===== src/rtl/alu_seq_unit.sv =====
// Sequential ALU: single-cycle arithmetic/logic, iterative shift-add MUL, bit-serial shifts.
// Latency: 1 cycle single-cycle ops and zero-length shifts; WIDTH+1 for MUL; k+1 for shifts.
// Backpressure: ALU_Start is taken only while ALU_Busy=0; requests during busy are dropped.
module alu_seq_unit #(
    parameter int WIDTH = 16
) (
    input  logic             clk,
    input  logic             rst,
    input  logic             ALU_Start,
    input  logic [3:0]       ALU_Control,
    input  logic [WIDTH-1:0] ALU_Data_In1,
    input  logic [WIDTH-1:0] ALU_Data_In2,
    output logic             ALU_Busy,
    output logic             ALU_Done,
    output logic             ALU_Err,
    output logic [WIDTH-1:0] ALU_Data_Out,
    output logic             N,
    output logic             Z,
    output logic             C,
    output logic             V
);
    localparam int SHW  = $clog2(WIDTH);
    localparam int CNTW = SHW + 1;
    localparam int MSB  = WIDTH - 1;

    localparam logic [3:0] OP_ADD = 4'h0;
    localparam logic [3:0] OP_SUB = 4'h1;
    localparam logic [3:0] OP_AND = 4'h2;
    localparam logic [3:0] OP_OR  = 4'h3;
    localparam logic [3:0] OP_XOR = 4'h4;
    localparam logic [3:0] OP_NOT = 4'h5;
    localparam logic [3:0] OP_MOV = 4'h6;
    localparam logic [3:0] OP_MUL = 4'h7;
    localparam logic [3:0] OP_SHL = 4'h8;
    localparam logic [3:0] OP_SHR = 4'h9;
    localparam logic [3:0] OP_SRA = 4'hA;

    typedef enum logic {IDLE = 1'b0, EXEC = 1'b1} state_e;

    typedef struct packed {
        logic n;
        logic z;
        logic c;
        logic v;
    } flags_t;

    state_e            state_q, state_d;
    logic [3:0]        op_q, op_d;
    logic [WIDTH-1:0]  a_q, a_d;      // MUL multiplicand, or shift working value
    logic [WIDTH-1:0]  lo_q, lo_d;    // MUL multiplier / low product half
    logic [WIDTH-1:0]  hi_q, hi_d;    // MUL high product half
    logic [CNTW-1:0]   cnt_q, cnt_d;
    logic [WIDTH-1:0]  out_q, out_d;
    flags_t            flg_q, flg_d;
    logic              done_q, done_d;
    logic              err_q, err_d;

    logic [WIDTH:0]    sum_c;
    logic [WIDTH:0]    diff_c;
    logic [WIDTH:0]    mul_sum_c;
    logic [WIDTH-1:0]  mul_hi_c;
    logic [WIDTH-1:0]  mul_lo_c;
    logic [WIDTH-1:0]  sh_val_c;
    logic              sh_out_c;
    logic [SHW-1:0]    k_c;
    logic [WIDTH-1:0]  res_c;
    logic              cy_c;
    logic              ov_c;
    logic              wr_c;

    assign sum_c  = {1'b0, ALU_Data_In1} + {1'b0, ALU_Data_In2};
    assign diff_c = {1'b0, ALU_Data_In1} - {1'b0, ALU_Data_In2};
    assign k_c    = ALU_Data_In2[SHW-1:0];

    // One shift-add step: add multiplicand when multiplier LSB is set, then shift the pair right.
    assign mul_sum_c = {1'b0, hi_q} + (lo_q[0] ? {1'b0, a_q} : {(WIDTH+1){1'b0}});
    assign mul_hi_c  = mul_sum_c[WIDTH:1];
    assign mul_lo_c  = {mul_sum_c[0], lo_q[WIDTH-1:1]};

    always_comb begin
        sh_val_c = a_q;
        sh_out_c = 1'b0;
        case (op_q)
            OP_SHL: begin
                sh_val_c = {a_q[WIDTH-2:0], 1'b0};
                sh_out_c = a_q[MSB];
            end
            OP_SHR: begin
                sh_val_c = {1'b0, a_q[WIDTH-1:1]};
                sh_out_c = a_q[0];
            end
            OP_SRA: begin
                sh_val_c = {a_q[MSB], a_q[WIDTH-1:1]};
                sh_out_c = a_q[0];
            end
            default: begin
                sh_val_c = a_q;
                sh_out_c = 1'b0;
            end
        endcase
    end

    always_comb begin
        state_d = state_q;
        op_d    = op_q;
        a_d     = a_q;
        lo_d    = lo_q;
        hi_d    = hi_q;
        cnt_d   = cnt_q;
        out_d   = out_q;
        flg_d   = flg_q;
        done_d  = 1'b0;
        err_d   = 1'b0;
        res_c   = '0;
        cy_c    = 1'b0;
        ov_c    = 1'b0;
        wr_c    = 1'b0;

        case (state_q)
            IDLE: begin
                if (ALU_Start) begin
                    op_d   = ALU_Control;
                    wr_c   = 1'b1;
                    done_d = 1'b1;
                    case (ALU_Control)
                        OP_ADD: begin
                            res_c = sum_c[WIDTH-1:0];
                            cy_c  = sum_c[WIDTH];
                            ov_c  = (ALU_Data_In1[MSB] == ALU_Data_In2[MSB]) &&
                                    (sum_c[MSB] != ALU_Data_In1[MSB]);
                        end
                        OP_SUB: begin
                            res_c = diff_c[WIDTH-1:0];
                            cy_c  = ~diff_c[WIDTH];
                            ov_c  = (ALU_Data_In1[MSB] != ALU_Data_In2[MSB]) &&
                                    (diff_c[MSB] != ALU_Data_In1[MSB]);
                        end
                        OP_AND: res_c = ALU_Data_In1 & ALU_Data_In2;
                        OP_OR:  res_c = ALU_Data_In1 | ALU_Data_In2;
                        OP_XOR: res_c = ALU_Data_In1 ^ ALU_Data_In2;
                        OP_NOT: res_c = ~ALU_Data_In1;
                        OP_MOV: res_c = ALU_Data_In2;
                        OP_MUL: begin
                            wr_c    = 1'b0;
                            done_d  = 1'b0;
                            state_d = EXEC;
                            a_d     = ALU_Data_In1;
                            lo_d    = ALU_Data_In2;
                            hi_d    = '0;
                            cnt_d   = CNTW'(WIDTH);
                        end
                        OP_SHL, OP_SHR, OP_SRA: begin
                            if (k_c == '0) begin
                                res_c = ALU_Data_In1;
                            end else begin
                                wr_c    = 1'b0;
                                done_d  = 1'b0;
                                state_d = EXEC;
                                a_d     = ALU_Data_In1;
                                cnt_d   = {1'b0, k_c};
                            end
                        end
                        default: begin
                            // Illegal opcode: signal completion but keep result and flags.
                            wr_c  = 1'b0;
                            err_d = 1'b1;
                        end
                    endcase
                end
            end
            EXEC: begin
                cnt_d = cnt_q - CNTW'(1);
                if (op_q == OP_MUL) begin
                    hi_d  = mul_hi_c;
                    lo_d  = mul_lo_c;
                    res_c = mul_lo_c;
                    cy_c  = |mul_hi_c;
                end else begin
                    a_d   = sh_val_c;
                    res_c = sh_val_c;
                    cy_c  = sh_out_c;
                end
                if (cnt_q == CNTW'(1)) begin
                    state_d = IDLE;
                    done_d  = 1'b1;
                    wr_c    = 1'b1;
                end
            end
            default: state_d = IDLE;
        endcase

        if (wr_c) begin
            out_d   = res_c;
            flg_d.n = res_c[MSB];
            flg_d.z = (res_c == '0);
            flg_d.c = cy_c;
            flg_d.v = ov_c;
        end
    end

    always_ff @(posedge clk) begin
        if (rst) begin
            state_q <= IDLE;
            op_q    <= '0;
            a_q     <= '0;
            lo_q    <= '0;
            hi_q    <= '0;
            cnt_q   <= '0;
            out_q   <= '0;
            flg_q   <= '0;
            done_q  <= 1'b0;
            err_q   <= 1'b0;
        end else begin
            state_q <= state_d;
            op_q    <= op_d;
            a_q     <= a_d;
            lo_q    <= lo_d;
            hi_q    <= hi_d;
            cnt_q   <= cnt_d;
            out_q   <= out_d;
            flg_q   <= flg_d;
            done_q  <= done_d;
            err_q   <= err_d;
        end
    end

    assign ALU_Busy     = (state_q == EXEC);
    assign ALU_Done     = done_q;
    assign ALU_Err      = err_q;
    assign ALU_Data_Out = out_q;
    assign N            = flg_q.n;
    assign Z            = flg_q.z;
    assign C            = flg_q.c;
    assign V            = flg_q.v;
endmodule


===== config.mk =====
export PLATFORM = sky130hd
export DESIGN_NAME = alu_seq_unit
export DESIGN_NICKNAME = d
export VERILOG_FILES = /design/src/rtl/alu_seq_unit.sv
export SDC_FILE = /design/constraint.sdc
export NUM_CORES = 1
export LEC_CHECK = 0
export ABC_AREA = 1
export BUFFER_PORTS_ARGS = -buffer_cell sky130_fd_sc_hd__buf_2
export CAP_MARGIN = 30
export CORE_AREA = 4 4 139 141
export DETAILED_ROUTE_END_ITERATION = 10
export DIE_AREA = 0 0 143 145
export GPL_TIMING_DRIVEN = 0
export SLEW_MARGIN = 20
export SYNTH_ARGS = -nofsm -noshare
export SYNTH_HDL_FRONTEND = slang
export SYNTH_SLANG_ARGS = --single-unit

===== constraint.sdc =====
create_clock -name clk -period 2.8 [get_ports clk]
set_input_delay 0 -clock clk [delete_from_list [all_inputs] [get_ports clk]]
set_output_delay 0 -clock clk [all_outputs]
set_load 0.01 [all_outputs]

==> run summary <==
Status -> completed
Final GP Congestion -> 0.999
Worst R2R Start -> lo_q[0]$_SDFFE_PP0P_
Worst-path clk slew -> 0.07 ns
CTS root buf -> clkbuf_16
Initial antenna violation count -> 0
Final Hold Vio Count -> 0
Via density -> 5.48
FF-to-FF path depth -> 22
CP peak stage delay -> 0.39 ns
Syn_area_per_cell -> 5.87 sq um
R2r setup slk -> 0.11 ns
Wire per inst -> 17.2 microns
Critical path endpoint category -> flop
# IOs -> 62
Ant. Diodes -> 0
CTS tree -> yes
Power density cells -> 370 nW/um^2
DRT Pass-1 Iters -> 5
Library cells used by synthesis -> 40
Hold endpoint -> a_q[2]$_SDFFE_PP0P_
Seq cells post-synth -> 79
Via Count -> 9,230
Crit path max-delay family -> simple AND/OR/NAND/NOR gates
Rows -> 49
Placeable Area -> 18,000 sq um
Final period utilization -> 0.959
Crit path launch type -> flop
Post-Syn Instances -> 1,357
Total die area -> 20,700 sq um
GRT Util Overall -> 0.272
Leak -> 4.80 nW
Register area share after synthesis -> 0.199
Most Used Layer, Global Route -> met2
Grt met1 use -> 0.382
DRT iter0 DRCs -> 913
Syn-to-layout area delta -> 16.6%
GR Overflow Total -> 0
Final ANT Viol Nets -> 0
Final setup margin -> 0.115 ns
H-tree lvl count -> 3
Final Max Slew Viols -> 0
Fill count -> 1,982
Clock Skew -> 0.00786 ns
Kind of critical path -> reg2reg
Post-Syn Nets -> 1,468
First-pass GRT wire length -> 45,400 microns
Met3 Use GR -> 0.0355
Worst Path Buf+Inv -> 3
Ys flop type -> dfxtp_1
Met2 Usage GRT -> 0.440
Chip Width -> 143 microns
Hold Crit Start -> ALU_Data_In1[2]
Relative slew slack -> 0.385
Clock Latency Late Sink -> 0.35 ns
Worst vdd ir -> 280 uV
Share of layout cells above drive strength 1 -> 0.134
EDFF count, synth -> 0
Reg-to-reg endpoint -> C$_SDFFE_PP0P_
Initial Utilization -> 0.443
Setup violators final -> 0
CP max FO -> 7
Final min period -> 2.69 ns
Asr flop ratio synth -> 0
Fmax -> 0.372 GHz
Setup tns final -> 0 ns
Post-synth top area share -> 0.199
Vias in the first global route -> 8,392
Worst hold path class -> in2reg
Pre-CTS setup slack -> -0.289 ns
Routed wire length -> 29,000 microns
Synth Warn # -> 0
Critical Path, Cell by Cell -> nand2_1, inv_1, ha_2, inv_1, fa_2, nand3b_1, nand2_2, nand2_1, nand2_2, nand4_1, nand2_1, nand2_1, nand2_1, nand2_1, nor2_1, nand3_1, nand2_1, nand2_2, nand2_2, nand3_2, nand2_1, inv_1
Max_cap viols -> 0
Largest net degree at the start of global routing -> 17
CTS Sinks -> 79
Crit-path slowest cell -> dfxtp_4
Mapped Area -> 7960 sq um
Cell taking the most area after synthesis -> dfxtp_1
Least-Margin Pin Slew -> 0.923 ns
Critical Path AT -> 2.94 ns
Critical Path RT -> 3.05 ns
Most frequent CP cell -> nand2_1
Top cells by area, synth -> dfxtp_1 (20%), nand2_1 (19%), ha_1 (11%), inv_1 (8.6%), nand3_1 (7.4%)
Final net count -> 1,562
Post-route DRC -> 0
Num CTS Buffers -> 9
# port buffers -> 60
CTS Buffer Depth -> 2
Hold path cells -> 3
Dpl hpwl -> 23,200 microns
Die Height -> 145 microns
## worst reg2reg max path, cell delays in order, from the launching register on
cell	delay, ns
dfxtp_4	0.39
nand2_1	0.06
inv_1	0.05
ha_2	0.17
inv_1	0.05
fa_2	0.33
nand3b_1	0.18
nand2_2	0.11
nand2_1	0.07
nand2_2	0.08
nand4_1	0.12
nand2_1	0.10
nand2_1	0.06
nand2_1	0.06
nand2_1	0.05
nor2_1	0.13
nand3_1	0.14
nand2_1	0.10
nand2_2	0.06
nand2_2	0.07
nand3_2	0.07
nand2_1	0.08
inv_1	0.03
## layout by cell type, fill, tap and decap left out, types with 3 or more instances in the layout
| master | count |
|---|---|
| nand2_1 | 403 |
| inv_1 | 181 |
| nand3_1 | 111 |
| nor2_1 | 95 |
| a21oi_1 | 83 |
| buf_2 | 80 |
| dfxtp_1 | 77 |
| o21ai_0 | 66 |
| ha_1 | 61 |
| a31oi_1 | 32 |
| clkbuf_1 | 22 |
| dlygate4sd3_1 | 18 |
| o211ai_1 | 17 |
| nand2_2 | 16 |
| nor3_1 | 16 |
| a21oi_2 | 15 |
| nand4_1 | 13 |
| or2_2 | 11 |
| nor2_2 | 11 |
| o22ai_1 | 11 |
| buf_4 | 9 |
| clkbuf_16 | 9 |
| o21bai_1 | 8 |
| inv_2 | 7 |
| nand3_2 | 7 |
| a22oi_1 | 7 |
| xor2_1 | 6 |
| nand3b_1 | 6 |
| xnor2_1 | 6 |
| ha_4 | 5 |
| o21ai_1 | 4 |
| inv_6 | 4 |
| buf_6 | 3 |
| a21o_1 | 3 |
| o221ai_1 | 3 |
| ha_2 | 3 |
## synthesized netlist by cell type (3+ instances only)
library cell  instances
fa_1                  3
o21bai_1              8
a22oi_1               7
o22ai_1              11
clkbuf_1             24
nand2_1             413
nand2_2               7
ha_1                 69
nand3_1             117
nand3b_1              6
a31oi_1              32
nand4_1              13
o21ai_0              66
nor3_1               17
nor2_2                9
xor2_1                6
a21o_1                3
dfxtp_1              79
inv_1               182
o221ai_1              3
a21oi_1              97
buf_6                 3
inv_2                 6
o21ai_1               4
nor2_1               97
o211ai_1             17
xnor2_1               7
or2_2                11
buf_2                22
## state kept, by name (all words and copies together) (netlist names)
signal,flops
Z,1
op_q,4
ALU_Data_Out,16
a_q,16
V,1
ALU_Done,1
C,1
hi_q,16
lo_q,16
cnt_q,5
ALU_Err,1
ALU_Busy,1
## kinds of logic (layout without fill, tap and decap cells)
logic type	count (synthesis)	count (layout)	synth area share
adders and majority gates	72	72	0.116
AOI/OAI and AO/OA	255	255	0.182
and+or+nand+nor	695	695	0.367
xor gates and xnor gates	13	13	0.0143
buffers and inverters	243	342	0.122
DFF	79	79	0.199
## layer usage
layer  routed length, microns  up-vias
li1                         -     4603
met1                    13200     4253
met2                    13200      325
met3                     1810       49
met4                      740        0
met5                        0        -
## power breakdown
part | internal [mW] | switching [mW]
sequential | 1.19 | 0.0658
combinational | 0.334 | 0.686
clock | 0.620 | 0.539
total | 2.14 | 1.29
## metrics by stage
step / hold WS (ns) / instance area, sq um / cells / power (mW) / util
2_1_floorplan: 0.155 / 7960 / 1357 / 1.89 / -
3_3_place_gp: 0.321 / 8550 / 1646 / 2.23 / 0.476
3_5_place_dp: 0.322 / 8550 / 1646 / 2.23 / 0.476
4_1_cts: 0.00610 / 9030 / 1679 / 3.40 / 0.503
5_1_grt: 0.0127 / 9290 / 1685 / 3.62 / 0.517
6_report: 0.00415 / 9290 / 1685 / 3.43 / 0.517
## layout make-up
type                    instances  area [sq um]  area share
multi-input cells            1035          5630       0.606
flip-flops and latches         79          1590       0.171
inverters                     190           713      0.0768
repair buffers                 84           528      0.0569
well taps                     229           287      0.0309
plain buffers                  52           259      0.0279
clock buffers                   9           225      0.0243
clock inverters                 7          61.3     0.00660
## repair_timing
item / CTS / global route
pin swaps: 0 / 15
gates resized for setup: 6 / 53
endpoints found under the setup margin: 1 / 5
hold buffers: 18 / 0
endpoints found under the hold margin: 18 / 0
setup buffers: 0 / 6
## worst max path at each step
stage | from | to | slack [ns] | cells past startpoint
after global routing | lo_q[0]$_SDFFE_PP0P_ | C$_SDFFE_PP0P_ | -0.04 | 22
final | lo_q[0]$_SDFFE_PP0P_ | C$_SDFFE_PP0P_ | 0.11 | 22
after detailed placement | lo_q[0]$_SDFFE_PP0P_ | C$_SDFFE_PP0P_ | -0.29 | 19
after global placement | lo_q[0]$_SDFFE_PP0P_ | C$_SDFFE_PP0P_ | -0.27 | 19
after floorplan | lo_q[0]$_SDFFE_PP0P_ | C$_SDFFE_PP0P_ | 0.30 | 23
after CTS | ALU_Data_In2[5] | Z$_SDFFE_PP0P_ | 0.02 | 17
(Power assumes the default switching activity.)
